File: src/rtl/fifo_pkg.sv
// Shared constants for the 8-entry FIFO control core and its output-flag logic.
// Latency: n/a (package). Backpressure: n/a.
// Contents: operation-state encodings and the default geometry (depth, pointer and count widths).
package fifo_pkg;

   // Operation state encodings; 3'b110 and 3'b111 are never produced.
   localparam logic [2:0] ST_INIT   = 3'b000;
   localparam logic [2:0] ST_WRITE  = 3'b001;
   localparam logic [2:0] ST_WR_ERR = 3'b010;
   localparam logic [2:0] ST_NO_OP  = 3'b011;
   localparam logic [2:0] ST_READ   = 3'b100;
   localparam logic [2:0] ST_RD_ERR = 3'b101;

   // Default geometry. The flag logic compares the count against 8 for full,
   // so the depth must stay 8.
   localparam int DEF_DEPTH = 8;
   localparam int DEF_AW    = 3;   // log2(DEF_DEPTH)
   localparam int DEF_CW    = 4;   // holds 0..DEF_DEPTH

endpackage : fifo_pkg

File: src/rtl/fifo_ctrl_ns.sv
// Combinational next-state / next-count / strobe decode for fifo_ctrl.
// Latency: 0 cycles (pure combinational). Backpressure: a write at full or a read
//   at empty is refused (no strobe) and reported as WR_ERR / RD_ERR.
// Ports: wr_en/rd_en requests, count = registered occupancy; state_nxt/count_nxt
//   feed the top-level registers, we/re are the register-file strobes.
// Optional feature: FIFO_CTRL_SIMUL_RW_EN lets a simultaneous write+read proceed.
module fifo_ctrl_ns
   import fifo_pkg::*;
#(
   parameter int DEPTH = DEF_DEPTH,
   parameter int CW    = DEF_CW
) (
   input  logic          wr_en,
   input  logic          rd_en,
   input  logic [CW-1:0] count,
   output logic [2:0]    state_nxt,
   output logic [CW-1:0] count_nxt,
   output logic          we,
   output logic          re
);

   logic full;
   logic empty;

   assign full  = (count == CW'(DEPTH));
   assign empty = (count == '0);

   // Strobe decode: a strobe is only issued when the occupancy allows it.
   always_comb begin
      we = 1'b0;
      re = 1'b0;
      case ({wr_en, rd_en})
         2'b10: we = !full;
         2'b01: re = !empty;
         2'b11: begin
`ifdef FIFO_CTRL_SIMUL_RW_EN
            // Empty degrades to write-only, full degrades to read-only,
            // anything in between moves both pointers.
            we = !full;
            re = !empty;
`else
            we = 1'b0;
            re = 1'b0;
`endif
         end
         default: begin
            we = 1'b0;
            re = 1'b0;
         end
      endcase
   end

   // Next state and next count. The decision does not depend on the current
   // state, so INIT behaves like any other state.
   always_comb begin
      state_nxt = ST_NO_OP;
      count_nxt = count;
      case ({wr_en, rd_en})
         2'b10:   state_nxt = full  ? ST_WR_ERR : ST_WRITE;
         2'b01:   state_nxt = empty ? ST_RD_ERR : ST_READ;
         2'b11: begin
`ifdef FIFO_CTRL_SIMUL_RW_EN
            if (we && !re)
               state_nxt = ST_WRITE;
            else if (re && !we)
               state_nxt = ST_READ;
            else
               state_nxt = ST_NO_OP;
`else
            state_nxt = ST_NO_OP;
`endif
         end
         default: state_nxt = ST_NO_OP;
      endcase

      // Saturation is guaranteed by the strobe decode: we is never set at
      // full and re is never set at empty, so the count cannot wrap.
      case ({we, re})
         2'b10:   count_nxt = count + CW'(1);
         2'b01:   count_nxt = count - CW'(1);
         default: count_nxt = count;
      endcase
   end

endmodule : fifo_ctrl_ns

File: src/rtl/fifo_ctrl.sv
// Sequential control core of the 8-entry FIFO: state, occupancy and head/tail pointers.
// Latency: request sampled at edge N, state/data_count/pointers visible after edge N; we/re are same-cycle.
// Backpressure: write at full -> WR_ERR, read at empty -> RD_ERR, no strobe and no pointer move.
// Ports: clk, reset_n (async, active-low), wr_en/rd_en requests; state and data_count
//   (registered, consumed by the flag logic); we/waddr (tail) and re/raddr (head) to the register file.
// Optional feature: define FIFO_CTRL_SIMUL_RW_EN to allow a simultaneous write+read.
module fifo_ctrl
   import fifo_pkg::*;
#(
   parameter int DEPTH = DEF_DEPTH,
   parameter int AW    = DEF_AW,
   parameter int CW    = DEF_CW
) (
   input  logic          clk,
   input  logic          reset_n,
   input  logic          wr_en,
   input  logic          rd_en,
   output logic [2:0]    state,
   output logic [CW-1:0] data_count,
   output logic          we,
   output logic [AW-1:0] waddr,
   output logic          re,
   output logic [AW-1:0] raddr
);

   logic [2:0]    state_nxt;
   logic [CW-1:0] count_nxt;
   logic          we_dec;
   logic          re_dec;
   logic [AW-1:0] head;
   logic [AW-1:0] tail;

   fifo_ctrl_ns #(
      .DEPTH (DEPTH),
      .CW    (CW)
   ) u_ns (
      .wr_en     (wr_en),
      .rd_en     (rd_en),
      .count     (data_count),
      .state_nxt (state_nxt),
      .count_nxt (count_nxt),
      .we        (we_dec),
      .re        (re_dec)
   );

   // The count is 0 during reset so re_dec is already low, but a write
   // request held through reset must not reach the register file.
   assign we    = we_dec & reset_n;
   assign re    = re_dec & reset_n;
   assign waddr = tail;
   assign raddr = head;

   // State and occupancy move together so the flag logic always sees a
   // consistent (operation, count) pair.
   always_ff @(posedge clk or negedge reset_n) begin
      if (!reset_n) begin
         state      <= ST_INIT;
         data_count <= '0;
      end else begin
         state      <= state_nxt;
         data_count <= count_nxt;
      end
   end

   // Pointers wrap modulo DEPTH; the explicit compare keeps the wrap correct
   // even if DEPTH were ever not a power of two.
   always_ff @(posedge clk or negedge reset_n) begin
      if (!reset_n) begin
         head <= '0;
         tail <= '0;
      end else begin
         if (we_dec)
            tail <= (tail == AW'(DEPTH - 1)) ? '0 : tail + AW'(1);
         if (re_dec)
            head <= (head == AW'(DEPTH - 1)) ? '0 : head + AW'(1);
      end
   end

   // Structural invariants checked in simulation.
   a_state_legal : assert property (@(posedge clk) disable iff (!reset_n)
      (state != 3'b110) && (state != 3'b111));

   a_count_range : assert property (@(posedge clk) disable iff (!reset_n)
      data_count <= CW'(DEPTH));

`ifndef FIFO_CTRL_SIMUL_RW_EN
   a_strobe_excl : assert property (@(posedge clk) disable iff (!reset_n)
      !(we && re));
`endif

endmodule : fifo_ctrl

File: config.mk
export PLATFORM = sky130hd
export DESIGN_NAME = fifo_ctrl
export DESIGN_NICKNAME = d
export VERILOG_FILES = /design/src/rtl/fifo_pkg.sv /design/src/rtl/fifo_ctrl_ns.sv /design/src/rtl/fifo_ctrl.sv
export SDC_FILE = /design/constraint.sdc
export NUM_CORES = 1
export LEC_CHECK = 0
export ABC_AREA = 1
export CELL_PAD_IN_SITES_DETAIL_PLACEMENT = 0
export CELL_PAD_IN_SITES_GLOBAL_PLACEMENT = 1
export CORE_MARGIN = 4
export CORE_UTILIZATION = 35
export DETAILED_ROUTE_END_ITERATION = 8
export DONT_BUFFER_PORTS = 1
export MAX_ROUTING_LAYER = met4
export PLACE_DENSITY = 0.65
export SYNTH_ARGS = -nofsm -noshare
export SYNTH_HDL_FRONTEND = slang
export SYNTH_SLANG_ARGS = --single-unit
export TNS_END_PERCENT = 50
File: constraint.sdc
create_clock -name clk -period 1.85 [get_ports clk]
set_clock_uncertainty 0.05 [all_clocks]
set_input_delay 0.37 -clock clk [delete_from_list [all_inputs] [get_ports clk]]
set_output_delay 0.37 -clock clk [all_outputs]
set_load 0.02 [all_outputs]
# == After elaboration in Yosys (flattened, before gate mapping) ==
# Index checks and enable logic that the tools add are counted.
# op_classes
add_sub_neg,4
n_eq_ne,7
n_mux,8
bitwise,2
reduce_logical,4
# op_table
op,n
4-bit one-hot mux with 2 select lines,1
"3-bit by 1-bit adder with 3-bit output, second input constant",2
"3-bit equality test, second input constant",2
3-bit two-way mux,2
3-bit one-hot mux with 2 select lines,1
"4-bit by 1-bit adder with 4-bit output, second input constant",1
"2-bit by 1-bit equality test with 1-bit output, second input constant",2
"2-bit equality test, second input constant",2
"4-bit equality test, second input constant",1
4-bit zero test,1
"4-bit by 1-bit subtractor with 4-bit output, second input constant",1
1-bit two-way mux,3
1-bit AND,2
1-bit zero test,2
2-bit two-way mux,1
2-bit nonzero test,1
# word_totals
register_bits,13
inputBits,4
out_inout_bits,15
elab_cells,29

# == Longest topological paths before layout ==
# logic_depth
word_depth,5
depth_mapped,14

# == Modules after synthesis ==
# Synthesis repeated with hierarchy kept, for this count alone.
# hier_totals
cells_unflattened,98
area_unflattened_um2,785.8
# modules_own_cells
mod,n_inst,cells_each,area_per_inst_um2,seq_area_each_um2
fifo_ctrl,1,44,478.0,325.3
fifo_ctrl_ns,1,54,307.8,0.0

# == Worst setup path after synthesis ==
# OpenSTA, ideal clock, no wires.
# synth_path
kind,register -> register
start,register data_count[0]
end,register data_count[2]
setup_ps,125
arrival_time_ps,1911
required_time_ps,1675
path_slack_ps,-236
path_stages_with_launch,12
path_buffers,0
synth_period_minus_slack_ps,2086
cell_sequence,dfrtp_1 -> nor2_2 -> nand2_1 -> nand2_2 -> inv_2 -> ha_1 -> nor2_1 -> nor2_4 -> ha_1 -> a21oi_1 -> xor2_1 -> o21ai_1
# synth_via
elab_chain_len,5
# synth_lines
item,line_no,source
start: declaration,fifo_ctrl.sv:19,"output logic [CW-1:0] data_count,"
start signal: assignment,fifo_ctrl.sv:61,data_count <= count_nxt;
4-bit zero test (*),fifo_ctrl_ns.sv:26,assign empty = (count == '0);
1-bit zero test (*),fifo_ctrl_ns.sv:34,2'b01: re = !empty;
1-bit two-way mux (*),fifo_ctrl_ns.sv:32,"case ({wr_en, rd_en})"
named net re_dec,fifo_ctrl.sv:29,logic re_dec;
2-bit by 1-bit equality test with 1-bit output or 2-bit equality test (tied branches),fifo_ctrl_ns.sv:78,"case ({we, re})"
4-bit one-hot mux with 2 select lines or 2-bit nonzero test (tied branches),n/a,
# Mark *: on every way through the listed nets, which the timed path passes. The rest lies on a longest branch.
# A chain may end at the register's enable or synchronous reset.

# == Worst setup path in the final report ==
# layout_path
start,register data_count[3]
end,output re
# layout_via
elab_chain_len,4
# layout_lines
item,line_no,source
4-bit zero test,fifo_ctrl_ns.sv:26,
1-bit zero test,fifo_ctrl_ns.sv:34,
1-bit two-way mux,fifo_ctrl_ns.sv:32,
1-bit AND,fifo_ctrl.sv:49,assign re = re_dec & reset_n;
end: declaration,fifo_ctrl.sv:22,"output logic re,"
# No other way between the ends.

==> results.sh <==
export IMPL_relSlewSlack=0.613
export IMPL_grt_pass1_vias=566
export IMPL_status="completed"
export IMPL_n_antenna_cell=0
export IMPL_clock_fmax_mhz=564
export IMPL_required_ps=1430
export IMPL_path_class="register to output port"
export IMPL_cts_sinks=13
export IMPL_fin_area_um2=980
export IMPL_initial_core_util=0.378
export IMPL_power_uw=1530
export IMPL_totalWireLength_mm=1.44
export IMPL_grt_pass1_wl_mm=2.36
export IMPL_n_fill_cell=211
export IMPL_layout_nets=115
export IMPL_antenna_left=0
export IMPL_seqCellArea_um2=329
export IMPL_rows=16
export IMPL_final_hold_viol_count=0
export IMPL_rrSetupSlack_ps=110
export IMPL_setup_viol_count_final=0
export IMPL_core_um2=2000
export IMPL_layout_drive_gt1_share=0.406
export IMPL_grt_setup_unrepaired="yes"
export IMPL_antenna_found_initial=0
export IMPL_clock_latency_ps=280
export IMPL_ys_ff_latch=13
export IMPL_critPathSlowestCell="dfrtp_1"
export IMPL_grt_remaining_overflow=0
export IMPL_worstPathMaxFanout=5
export IMPL_htreeDepth=1
export IMPL_period_share=0.959
export IMPL_synth_edf_count=0
export IMPL_cts_made_buffers=3
export IMPL_slowest_delay_ps=430
export IMPL_clockBufferDepth=2
export IMPL_arrival_ps=1350
export IMPL_die_y_um=54.5
export IMPL_cp_start_kind="register"
export IMPL_seq_area_frac_synth=0.430
export IMPL_maxSlewViolCount=0
export IMPL_ys_async_sr_fraction=1.00
export IMPL_cts_root_buf="clkbuf_4"
export IMPL_cap_violations=0
export IMPL_die_area_um2=2970
export IMPL_tightest_slew_ps=578
export IMPL_multiInputGateArea_um2=453
export IMPL_gr_usage_all_layers=0.122
export IMPL_clk_pin_slew_ps=80
export IMPL_portBuffers=0
export IMPL_finalCriticalPeriod_ps=1770
export IMPL_path_buf_inv=1
export IMPL_num_io_pins=19
export IMPL_ys_types=19
export IMPL_cts_tree="done"
export IMPL_synth_flop_cell="dfrtp_1"
export IMPL_netlist_area_um2=757
export IMPL_syn_nets=98
export IMPL_vias=575
export IMPL_ir_drop_v=0.000841
export IMPL_mostFrequentLayoutCell="nand2_1"
export IMPL_post_dp_hpwl_mm=1.14
export IMPL_gp_congestion=0.702
export IMPL_post_drt_wl_per_cell_um=11.3
export IMPL_power_density_nw_per_um2=1560
export IMPL_end_kind="output port"
export IMPL_grt_max_degree=14
export IMPL_synthToLayoutAreaGrowth_pct=29.4
export IMPL_vias_per_cell=4.49
export IMPL_fp_dieW_um=54.5
export IMPL_drt_iter0_drc=5
export IMPL_cp_cell_sequence="nor2_2, nand2_1, nand2_2, buf_4, nor2_1"
export IMPL_crit_family="simple AND/OR/NAND/NOR gates"
export IMPL_synthCells=85
export IMPL_syn_avg_cell_area_um2=8.91
export IMPL_power_leakage_uw=0.000483
export IMPL_hold_class="primary input to register"
export IMPL_layout_common_cells="nand2_1 (24), buf_4 (11), dfrtp_1 (10)"
export IMPL_placed_area_um2=908
export IMPL_synth_warnings=0
export IMPL_drcViolationCount=0
export IMPL_firstDrtPassIters=3
==> registers in the layout, indices dropped and copies added (netlist names) <==
register and flops:
data_count 4, raddr 3, state 3, waddr 3
==> layout make-up <==
| cell class | instances | area share |
|---|---|---|
| inverters | 12 | 0.0460 |
| flip-flops and latches | 13 | 0.336 |
| repair buffers | 12 | 0.0945 |
| clock buffers | 4 | 0.0268 |
| multi-input cells | 60 | 0.462 |
| well taps | 27 | 0.0345 |
==> through the flow <==
step | setup TNS, ps | util | hold WS [ps] | instances | setup slack, ps
floorplan | -38.9 | - | 24.4 | 85 | -38.9
global placement | 0 | 0.454 | 24.7 | 121 | 46.5
detailed placement | 0 | 0.454 | 24.7 | 121 | 27.6
CTS | 0 | 0.472 | 251 | 126 | 36.7
global route | -55.1 | 0.489 | 296 | 128 | -40.3
finish | 0 | 0.489 | 261 | 128 | 75.4
==> final timing paths <==
check / start / to / cells past startpoint
setup / recovery: data_count[3] / re / 5
hold / removal: rd_en / state[0] / 3
setup reg to reg: data_count[1] / data_count[2] / 9
hold reg to reg: data_count[1] / state[0] / 3
max in group asynchronous: reset_n / data_count[1] / 1
min in group asynchronous: reset_n / waddr[1] / 1
==> logic make-up after synthesis <==
logic type / synth area share
flops: 0.430
fa+ha+maj: 0.149
simple gates: 0.233
xor+xnor: 0.0347
compound gates: 0.0942
buf+inv: 0.0595
==> cells in the mapped netlist (2+ instances only) <==
library cell	instances	share of area
xnor2_1	2	0.023
inv_2	4	0.020
ha_1	9	0.15
nor2_2	2	0.017
o21ai_1	2	0.013
nand3_1	3	0.020
nand2_2	3	0.025
dfrtp_1	13	0.43
inv_1	8	0.040
nor2_1	4	0.020
o21ai_2	2	0.023
nand2_1	25	0.12
a21oi_1	2	0.013
==> power by group <==
part	switching (uW)	internal [uW]	total [uW]
clock	96.0	83.7	180
sequential	210	403	613
combinational	408	326	734
==> routing by layer <==
metal | GRT usage | vias to the layer above | part of all wire
met5 | - | - | 0
met4 | 0.0996 | 0 | 0.023
met3 | 0.0409 | 2 | 0.074
met2 | 0.187 | 16 | 0.45
met1 | 0.126 | 259 | 0.46
li1 | - | 298 | -
==> tightest hold or removal path, cell delays in order <==
cell and delay, ps:
ha_1 110, nor2_1 40, nand2_1 40
==> repair_timing <==
| item | 4_1_cts | 5_1_grt |
|---|---|---|
| buffers inserted | 0 | 2 |
| hold endpoints to repair | 13 | 0 |
| hold buffers | 1 | 0 |
| resized for setup | 0 | 3 |
| endpoints found under the setup margin | 0 | 3 |
(Power assumes the default switching activity.)
